--- src/rtl/sub_serial_pkg.sv ---
// Shared types and sizing helpers for the serial subtractor (sub_serial).
package sub_serial_pkg;

  typedef enum logic [1:0] {
    IDLE = 2'd0,
    BUSY = 2'd1,
    DONE = 2'd2
  } state_t;

  // Chunk counter width; never narrower than one bit so a single-chunk build still has a counter.
  function automatic int cnt_width(input int chunks);
    return (chunks <= 1) ? 1 : $clog2(chunks);
  endfunction

endpackage

--- src/rtl/sub_serial_adder.sv ---
// Plain W-bit ripple adder slice; the serial subtractor feeds it ~b and an inverted borrow.
module sub_serial_adder #(
  parameter int N = 8
) (
  input  logic [N-1:0] a,
  input  logic [N-1:0] b,
  input  logic         carry_in,
  output logic [N-1:0] sum,
  output logic         carry_out
);

  assign {carry_out, sum} = {1'b0, a} + {1'b0, b} + {{N{1'b0}}, carry_in};

endmodule

--- src/rtl/sub_serial.sv ---
// Multi-cycle N-bit subtractor D = A - B - borrow_in, W bits per clock, LSB chunk first.
// Optional signed-overflow output is enabled with `define SUB_SERIAL_OVERFLOW_EN.
module sub_serial
  import sub_serial_pkg::*;
#(
  parameter int N = 64,
  parameter int W = 8
) (
  input  logic         i_clk,
  input  logic         i_reset,
  input  logic         i_valid,
  output logic         o_ready,
  input  logic [N-1:0] i_a,
  input  logic [N-1:0] i_b,
  input  logic         i_borrow_in,
  output logic         o_valid,
  input  logic         i_ready,
  output logic [N-1:0] o_d,
  output logic         o_borrow_out,
`ifdef SUB_SERIAL_OVERFLOW_EN
  output logic         o_overflow,
`endif
  output state_t       o_state
);

  // Handshakes: a transfer happens on a rising edge where valid && ready are both high.
  // Upstream: o_ready is high only in IDLE. Downstream: o_valid is high only in DONE,
  // and o_d / o_borrow_out are stable for as long as o_valid stays high.

  localparam int CHUNKS = N / W;
  localparam int CNT_W  = cnt_width(CHUNKS);
  localparam logic [CNT_W-1:0] LAST = CNT_W'(CHUNKS - 1);

  if ((W < 1) || (N % W != 0)) begin : g_bad_params
    $error("sub_serial: N must be a positive multiple of W");
  end

  state_t           state;
  state_t           state_next;
  logic [CNT_W-1:0] cnt;
  logic [N-1:0]     a_reg;
  logic [N-1:0]     b_reg;
  logic             borrow;
  logic [W-1:0]     a_k;
  logic [W-1:0]     b_k;
  logic [W-1:0]     sum_k;
  logic             carry_k;
  logic             last;

  assign a_k  = a_reg[int'(cnt)*W +: W];
  assign b_k  = b_reg[int'(cnt)*W +: W];
  assign last = (cnt == LAST);

  // a - b - borrow == a + ~b + ~borrow; the slice's carry out is the inverted borrow.
  sub_serial_adder #(.N(W)) u_slice (
    .a         (a_k),
    .b         (~b_k),
    .carry_in  (~borrow),
    .sum       (sum_k),
    .carry_out (carry_k)
  );

  always_comb begin
    state_next = state;
    o_ready    = 1'b0;
    o_valid    = 1'b0;
    case (state)
      IDLE: begin
        o_ready = 1'b1;
        if (i_valid) state_next = BUSY;
      end
      BUSY: begin
        if (last) state_next = DONE;
      end
      DONE: begin
        o_valid = 1'b1;
        if (i_ready) state_next = IDLE;
      end
      default: state_next = IDLE;
    endcase
  end

  always_ff @(posedge i_clk) begin
    if (i_reset) begin
      state        <= IDLE;
      cnt          <= '0;
      a_reg        <= '0;
      b_reg        <= '0;
      borrow       <= 1'b0;
      o_d          <= '0;
      o_borrow_out <= 1'b0;
`ifdef SUB_SERIAL_OVERFLOW_EN
      o_overflow   <= 1'b0;
`endif
    end else begin
      state <= state_next;
      case (state)
        IDLE: begin
          if (i_valid) begin
            a_reg  <= i_a;
            b_reg  <= i_b;
            borrow <= i_borrow_in;
            cnt    <= '0;
          end
        end
        BUSY: begin
          o_d[int'(cnt)*W +: W] <= sum_k;
          borrow                <= ~carry_k;
          cnt                   <= last ? '0 : cnt + 1'b1;
          if (last) begin
            o_borrow_out <= ~carry_k;
`ifdef SUB_SERIAL_OVERFLOW_EN
            o_overflow   <= (a_reg[N-1] != b_reg[N-1]) && (sum_k[W-1] != a_reg[N-1]);
`endif
          end
        end
        default: ;
      endcase
    end
  end

  assign o_state = state;

endmodule
--- config.mk ---
export PLATFORM = sky130hd
export DESIGN_NAME = sub_serial
export DESIGN_NICKNAME = d
export VERILOG_FILES = /design/src/rtl/sub_serial_pkg.sv /design/src/rtl/sub_serial_adder.sv /design/src/rtl/sub_serial.sv
export SDC_FILE = /design/constraint.sdc
export NUM_CORES = 1
export LEC_CHECK = 0
export ABC_AREA = 1
export ABC_CLOCK_PERIOD_IN_PS = 3600
export CORE_MARGIN = 5
export CORE_UTILIZATION = 34
export DETAILED_ROUTE_END_ITERATION = 12
export RECOVER_POWER = 25
export SYNTH_ARGS = -nofsm -noshare
export SYNTH_HDL_FRONTEND = slang
export SYNTH_HIERARCHICAL = 1
export SYNTH_SLANG_ARGS = --single-unit
--- constraint.sdc ---
create_clock -name i_clk -period 3.6 [get_ports i_clk]
set_clock_uncertainty 0.05 [all_clocks]
set_input_delay 0.72 -clock i_clk [delete_from_list [all_inputs] [get_ports i_clk]]
set_output_delay 0.72 -clock i_clk [all_outputs]
set_load 0.03 [all_outputs]
==> results by group, run 1 <==
Logic synthesis
  – Synth area leaders: dfxtp_1, nor2_1, o21ai_0, nand2_1, nand3_1
  – Async SR Flop Fraction: 0
  – Synthesized area: between 8000 and 9000 um2
  – Predominant post-synthesis flop cell: dfxtp_1
  – Proportion of netlist area held by the largest area contributor: 0.447
  – Netlist cell types: 32
  – Seq/Total Area, Yosys: 0.447
  – Post-synth EDFFs: 0
  – Syn avg cell area: 6.86 um2
  – Net Count, Synth: between 1000 and 1500
  – Flops & latches, synth: approximately 200
  – Most frequent cells after synthesis: nor2_1, dfxtp_1, nand2_1
  – Ys Warns: 6
  – Most frequent cell after synthesis: nor2_1
  – Area leader, netlist: dfxtp_1
  – Synth Instances: 1299

Detailed routing
  – Antenna Nets Post-Route: 0
  – Vias per inst: 4.81
  – Via count: 8655
  – Final WL: roughly 27000 um
  – Iter 0 DRT Violations: ~550
  – Drt drc: 0
  – Wirelength per Cell: 15.2 um
  – Pre-Repair DR Iteration Count: 5

Clock network
  – Clock transition at path regs: approximately 0.07 ns
  – Max Root-Sink Buffers: 2
  – H-tree depth: 4
  – CTS tree: built
  – Clk Tree Root Cell: clkbuf_16
  – Post-CTS setup buffer count: 0
  – Post-CTS Resized: 0
  – CTS buffer count: 17
  – CTS hold repair buffers: 0
  – Num Clock Sinks: 199
  – Clk_lat worst skew: about 0.43 ns

Global route
  – Largest net degree at the start of global routing: 74
  – Total congestion overflow: 0
  – Tot GR Track Use: 0.180
  – Vias in the first global route: approximately 8000
  – Initial antenna violation count: 0
  – First-pass GRT wire length: 42600 um

Worst setup path
  – Reg-to-Reg Start: cnt[0]
  – Worst Setup End Kind: register
  – CP Class: primary input to register
  – Worst Setup SP: i_valid
  – CP Data Arrival Time: ~3.6 ns
  – Critical path startpoint category: primary input
  – Critical Path RT: approximately 3.9 ns
  – CP Max Fanout: roughly 70

Timing
  – Final Max Tran Viols: 0
  – Final setup vio count: 0
  – Fin crit share: 0.901
  – Hold Fails Final Rpt: 0
  – Slew Limit Headroom: 0.287
  – Least-Margin Pin Slew: 1.07 ns
  – Worst hold slack: slightly above 0.4 ns
  – Setup TNS: 0 ns
  – Final worst path period need: ~3.2 ns
  – RSZ-0062 raised after global routing: no
  – Max frequency: a little over 300 MHz

Flow run
  – Max-cap violations: 0

Cells and area
  – Area occupied by multi-input gates: 4400 um2
  – Layout Area Growth over Synthesis: 31.5%
  – Cell Count, Final, Fillers Out: 1798
  – Share of layout cells above drive strength 1: 0.0554
  – Register cell area after layout: roughly 4000 um2
  – Nets: 1598
  – # fillers: about 2700
  – N_diodes: 0

Die
  – Die width: roughly 170 um
  – Core area: 25900 um2
  – # IOs: around 200
  – Die Area: 29600 um2
  – Die height: roughly 170 um
  – Initial cell density of the core: 0.344
  – Core Rows: 59

Placed design
  – Post-DP HPWL: approximately 20000 um
  – I/O Buffers: about 200
  – RePlAce Congestion: 0.893
  – Placed cell count: about 1800

Pwr
  – Pwr dens: 467 nW/um2
  – Power Total: around 5500 uW
  – Pleak: ~0.005 uW
  – Peak VDD IR: about 230 uV

Hold path
  – Worst min path class: register to register
  – Hold path startpoint: o_d[48]

Status
  – Status: finished clean
cells by family after synthesis:
logic type               after synthesis  synth area share
AO/OA/AOI/OAI                        249             0.146
XOR/XNOR                               3           0.00295
adder cells (fa/ha/maj)               14            0.0213
buffers and inverters                127            0.0601
flip-flops                           199             0.447
AND/OR/NAND/NOR                      707             0.323
power breakdown:
group | switching, uW | total (uW) | internal [uW]
combinational | 692 | 1130 | 443
clock | 889 | 1930 | 1040
sequential | 76.8 | 2410 | 2340
cell usage in the layout (no fill, tap or decap), types with 4 or more instances in the layout:
master,instances
inv_1,36
clkdlybuf4s50_1,148
nand2_2,6
buf_12,4
ha_1,12
nor2_2,5
nand3_2,4
nor2_1,429
o21ai_0,184
nand3_1,46
dfxtp_1,198
clkbuf_16,17
inv_2,7
a21oi_1,29
buf_4,10
a22oi_1,8
dlygate4sd3_1,53
a31oi_1,9
inv_6,5
nor2_4,7
o22ai_1,16
nor3_1,9
nand2_1,191
nand4_1,5
cell type report:
class,count,share of cell area
repair buffers,216,0.185
multi-input cells,973,0.375
inverters,44,0.0143
flip-flops and latches,199,0.340
clock inverters,14,0.0137
well taps,335,0.0357
clock buffers,17,0.0363
worst max-delay path, stage by stage:
cell,delay (ns)
dlygate4sd3_1,0.55
nand2_2,0.57
inv_1,0.91
buf_4,0.52
nor2_1,0.07
nor2_1,0.13
path summary, 6_finish.rpt:
kind | endpoint | slack (ns) | depth (start not counted)
worst max register to register | o_d[60] | 0.46 | 15
worst min register to register | o_d[48] | 0.41 | 2
worst max-delay path | a_reg[57] | 0.36 | 6
worst min-delay path | o_d[48] | 0.41 | 2
metal layers:
layer | track usage | vias up | wire length [um]
met2 | 0.287 | 265 | 12400
met5 | 0 | - | 0
met1 | 0.249 | 3878 | 12800
li1 | - | 4486 | -
met4 | 0.0437 | 0 | 371
met3 | 0.0425 | 26 | 1750
stage by stage:
step	util	setup WS (ns)	cell area (um2)
after floorplan	-	0.661	8920
after global routing	0.453	0.0950	11700
after global placement	0.430	0.558	11200
final	0.453	0.356	11700
after detailed placement	0.430	0.517	11200
after CTS	0.453	0.500	11700
Power figures use the tool's default switching activity.
==> run 2, diff against run 1 <==
--- a/config.mk
+++ b/config.mk
@@ -7,6 +7,7 @@
 export LEC_CHECK = 0
 export ABC_AREA = 1
 export ABC_CLOCK_PERIOD_IN_PS = 3600
+export CAP_MARGIN = 20
 export CORE_MARGIN = 5
 export CORE_UTILIZATION = 34
 export DETAILED_ROUTE_END_ITERATION = 12
==> results of run 2 <==
Same layout as run 1: the final DEF is identical, and so are final timing and power.
